**src/rtl/ram_mapper.sv**
```systemverilog
// MSX memory mapper: four I/O page registers (0xFC-0xFF) map CPU pages onto a large byte-wide SRAM,
// with timed SRAM strobes and nwait stretching. Optional I/O readback of page registers via MAPPER_READBACK_EN.
module ram_mapper #(
  parameter int PAGE_BITS   = 4,
  parameter int WAIT_CYCLES = 1
) (
  input  logic                      clk,
  input  logic                      reset,
  input  logic                      nsltsel,
  input  logic                      nmreq,
  input  logic                      niorq,
  input  logic                      nrd,
  input  logic                      nwr,
  input  logic [15:0]               addr,
  input  logic [7:0]                cpu_din,
  output logic [7:0]                cpu_dout,
  output logic                      cpu_doe,
  output logic                      nwait,
  output logic [14+PAGE_BITS-1:0]   sram_addr,
  input  logic [7:0]                sram_din,
  output logic [7:0]                sram_dout,
  output logic                      sram_nce,
  output logic                      sram_noe,
  output logic                      sram_nwe
);
  localparam logic [2:0] LAST = 3'(WAIT_CYCLES);

  typedef enum logic [1:0] {IDLE, ACCESS, HOLD} state_t;
  state_t state, state_nxt;

  logic [2:0]           cnt;
  logic                 is_rd;
  logic                 mem_rd, mem_wr, mem_rd_q, mem_wr_q;
  logic                 rd_start, wr_start, active;
  logic                 io_wr, io_wr_q;
  logic [PAGE_BITS-1:0] page [4];
  logic                 doe_q;
  logic [7:0]           dout_q;

  assign mem_rd   = !nsltsel && !nmreq && !nrd;
  assign mem_wr   = !nsltsel && !nmreq && !nwr;
  assign rd_start = mem_rd && !mem_rd_q;
  assign wr_start = mem_wr && !mem_wr_q;
  assign active   = is_rd ? mem_rd : mem_wr;
  assign io_wr    = !niorq && !nwr && (addr[7:2] == 6'b111111);

  always_ff @(posedge clk) begin
    if (reset) state <= IDLE;
    else       state <= state_nxt;
  end

  // A released read strobe aborts at once; a write always runs its full length.
  always_comb begin
    state_nxt = state;
    case (state)
      IDLE:    if (rd_start || wr_start) state_nxt = ACCESS;
      ACCESS: begin
        if (is_rd && !mem_rd)  state_nxt = IDLE;
        else if (cnt == LAST)  state_nxt = active ? HOLD : IDLE;
      end
      HOLD:    if (!active) state_nxt = IDLE;
      default: state_nxt = IDLE;
    endcase
  end

  always_ff @(posedge clk) begin
    if (reset) begin
      cnt       <= 3'd0;
      is_rd     <= 1'b0;
      mem_rd_q  <= 1'b0;
      mem_wr_q  <= 1'b0;
      io_wr_q   <= 1'b0;
      for (int i = 0; i < 4; i++) page[i] <= PAGE_BITS'(3 - i);
      sram_addr <= '0;
      sram_dout <= 8'h00;
      sram_nce  <= 1'b1;
      sram_noe  <= 1'b1;
      sram_nwe  <= 1'b1;
      nwait     <= 1'b1;
      doe_q     <= 1'b0;
      dout_q    <= 8'h00;
    end else begin
      mem_rd_q <= mem_rd;
      mem_wr_q <= mem_wr;
      io_wr_q  <= io_wr;
      if (io_wr && !io_wr_q) page[addr[1:0]] <= cpu_din[PAGE_BITS-1:0];

      case (state)
        IDLE: begin
          if (state_nxt == ACCESS) begin
            is_rd     <= rd_start;
            cnt       <= 3'd0;
            sram_addr <= {page[addr[15:14]], addr[13:0]};
            if (!rd_start) sram_dout <= cpu_din;
            sram_nce  <= 1'b0;
            sram_noe  <= !rd_start;
            sram_nwe  <= rd_start;
            nwait     <= (WAIT_CYCLES == 0);
          end
        end
        ACCESS: begin
          cnt <= cnt + 3'd1;
          if (state_nxt != ACCESS) begin
            sram_nce <= 1'b1;
            sram_noe <= 1'b1;
            sram_nwe <= 1'b1;
            nwait    <= 1'b1;
            if (is_rd && state_nxt == HOLD) begin
              dout_q <= sram_din;
              doe_q  <= 1'b1;
            end
          end else if (cnt + 3'd1 == LAST) begin
            // nwait covers only the stretch; the final strobe cycle runs unstalled.
            nwait <= 1'b1;
          end
        end
        HOLD: begin
          if (state_nxt == IDLE) doe_q <= 1'b0;
        end
        default: ;
      endcase
    end
  end

`ifdef MAPPER_READBACK_EN
  logic       io_rd;
  logic [7:0] rb;

  assign io_rd = !niorq && !nrd && (addr[7:2] == 6'b111111);

  always_comb begin
    rb                  = 8'hFF;
    rb[PAGE_BITS-1:0]   = page[addr[1:0]];
  end

  assign cpu_dout = io_rd ? rb : dout_q;
  assign cpu_doe  = io_rd || doe_q;
`else
  assign cpu_dout = dout_q;
  assign cpu_doe  = doe_q;
`endif

endmodule

```
**config.mk**
```make
export PLATFORM = sky130hd
export DESIGN_NAME = ram_mapper
export DESIGN_NICKNAME = d
export VERILOG_FILES = /design/src/rtl/ram_mapper.sv
export SDC_FILE = /design/constraint.sdc
export NUM_CORES = 1
export LEC_CHECK = 0
export CORE_MARGIN = 4
export CORE_UTILIZATION = 48
export CTS_CLUSTER_DIAMETER = 100
export DETAILED_ROUTE_END_ITERATION = 8
export PLACE_DENSITY = 0.78
export SYNTH_ARGS = -nofsm -noshare
export SYNTH_HDL_FRONTEND = slang
export SYNTH_SLANG_ARGS = --single-unit
```
**constraint.sdc**
```tcl
create_clock -name clk -period 2.8 [get_ports clk]
set_clock_uncertainty 0.1 [all_clocks]
set_input_delay 0.56 -clock clk [delete_from_list [all_inputs] [get_ports clk]]
set_output_delay 0.56 -clock clk [all_outputs]
set_load 0.005 [all_outputs]
```
==> out/qor.csv <==
metric,value,unit
crit_arrival,2340,ps
synth_seq_cells,64,
fin_setup_tns,0,ps
synth-edff-count,16,
worstHoldPathCells,1,
drt_iter0_drc,172,
place_area,0.00368,mm2
routedWlPerCell,17.5,um
areaGrowthSynthToFinish,37.7,%
drc_errors,0,
io_pins,78,
die_y,84.8,um
start_kind,input pin,
path_cells,clkdlybuf4s50_1 > or4_4 > o31ai_1 > a21oi_1,
coreArea,0.00561,mm2
postCtsSetupRepairBufs,0,
clk-insertion-delay-late,340,ps
regArea,0.00144,mm2
cts_inserted_buffers,9,
synth_top_family_by_area,simple AND/OR/NAND/NOR gates,
synth-adder-area-share,1.33,%
synthDistinctLibCells,48,
num-nets-final,404,
vias,2616,
synthMuxAreaShare,3.54,%
finalInstanceArea,0.00389,mm2
cp.required,2900,ps
worst_pin_slew,654,ps
hold_class,register to register,
cts.sinks,64,
ctsResizeCount,0,
cpPeakStageDelay,760,ps
diodes,0,
ctsHoldBuffers,0,
synth_xor_area_share,0.310,%
grt_overflow_total,0,
groute.usage.overall,22.1,%
clockRootBuffer,clkbuf_8,
die_w,84.8,um
timing.final.crit_share,79.8,%
path_class,input pin to register,
p_leak,0.00132,uW
timing.fmax,0.448,GHz
grt_max_degree,50,
synth_compound_area_share,19.5,%
gp_congestion,0.805,
slew_violations,0,
grt_pass1_wl,12800,um
hpwl,5400,um
ant_nets,0,
synthesis.nets,326,
hold_viol,0,
ctsHtreeMaxLevel,3,
drive_gt1_share,12.0,%
setup_viol,0,
io_buffers,77,
num_rows,27,
final_common_cell,clkdlybuf4s50_1,
synth-simple-area-share,19.5,%
start_util,50.4,%
max_slew_margin,56.2,%
critPathMaxFanout,30,
end_kind,register,
first_pass_iters,4,
crit_path_top_delay_cell,or4_4,
async_flop_share,0,%
syn_area,0.00283,mm2
synth_warnings,0,
rsz0062_at_grt,no,
multi_input_area,0.00126,mm2
finalWirelength,7680,um
final_cell_mix,"clkdlybuf4s50_1, dfxtp_1, a21oi_1, nand3_1, o21ai_0",
cts_max_path_buffers,2,
cellPowerDensity,538,mW/mm2
cts_tree,done,
seq_area_frac_synth,51.0,%
antenna_found_initial,0,
synth_area_per_cell,9.96,um2
min_period,2230,ps
r2r_cells,3,
synth_ff_type,dfxtp_1,
fillers,459,
clkTransAtPathRegs,70,ps
ir_drop,0.279,mV
outcome,finished clean,
routed_via_density,5.96,
maxCapViolations,0,
grt_pass1_vias,2592,
ff2ff_setup_slack,1050,ps
fp.dieArea,0.00719,mm2
netlist_instances,284,
==> area by class of cell <==
cell class,count,share of cell area (%)
Clock buffer,14,4.69
Clock inverter,2,0.899
Inverter,5,0.482
Multi-Input combinational cell,191,32.3
Sequential cell,64,37.0
Tap cell,72,2.31
Timing Repair Buffer,91,22.4
==> power breakdown <==
| part | internal [uW] | switching (uW) | total, uW |
|---|---|---|---|
| sequential | 979 | 17.9 | 997 |
| combinational | 127 | 123 | 250 |
| clock | 508 | 340 | 848 |
==> registers in the layout, summed over array words and instances (netlist names) <==
name and count:
sram_addr 18, page 16, cpu_dout 8, sram_dout 8
cnt 3, state 2, cpu_doe 1, io_wr_q 1
is_rd 1, mem_rd_q 1, mem_wr_q 1, nwait 1
sram_nce 1, sram_noe 1, sram_nwe 1
==> layer usage <==
metal  share of wire (%)  vias up  wire length (um)  global-route usage, %
met5                   0        -                 0                      0
met4                 1.4        0               111                   9.93
met3                 6.8        9               521                   5.40
met2                  48      114              3720                   35.4
met1                  43     1260              3330                   28.3
li1                    -     1233                 -                      -
==> per-stage QoR <==
step                setup WS [ps]  util, %  hold slack, ps  total power (uW)  instances
finish                        566     69.5             372              2090        439
global route                  506     69.5             396              2170        439
CTS                           599     69.5             375              2100        439
detailed placement            235     65.6             357              1260        423
global placement              317     65.6             351              1260        423
floorplan                     614        -             361              1130        284
==> critical path, delay by kind of cell <==
family | cells | cell delay [ps]
and+or+nand+nor | 1 | 760
buffers and inverters | 1 | 560
AOI/OAI and AO/OA | 2 | 450
==> logic make-up after synthesis <==
group	count (synthesis)
AO/OA/AOI/OAI	94
flip-flops	64
buffers and inverters	29
adder cells (fa/ha/maj)	3
multiplexers	5
XOR/XNOR	1
AND/OR/NAND/NOR	88
==> Yosys cell counts (2+ instances only) <==
master     n  area share [%]
dfxtp_1   48              34
clkbuf_1  12             1.6
buf_4      2            0.53
edfxtp_1  16              17
nand4_1   11             2.4
o21ai_1    6             1.1
or4_1      2            0.53
o31ai_1   11             2.9
buf_2      5            0.88
o211ai_1   2            0.53
inv_1      5            0.66
or2_2      3            0.66
nor4b_1    2            0.62
mux4_2     4             3.2
nor2b_1    2            0.44
buf_1      3            0.40
and2_1     7             1.5
nor4_1     4            0.88
ha_1       3             1.3
nand2_1    6            0.80
nand3_1   28             5.0
a21oi_1   40             7.1
buf_6      2            0.80
nor2_1     6            0.80
a211oi_1   2            0.53
nand2b_1   4            0.88
and4_1     3            0.93
nor3_1     2            0.35
o21ai_0   24             4.2
==> path summary, 6_finish.rpt <==
kind                        to  startpoint
setup / recovery  sram_dout[1]     nsltsel
hold / removal        sram_nce    sram_nce
setup reg to reg    page[0][0]     io_wr_q
hold reg to reg       sram_nce    sram_nce
(Power assumes the default switching activity.)
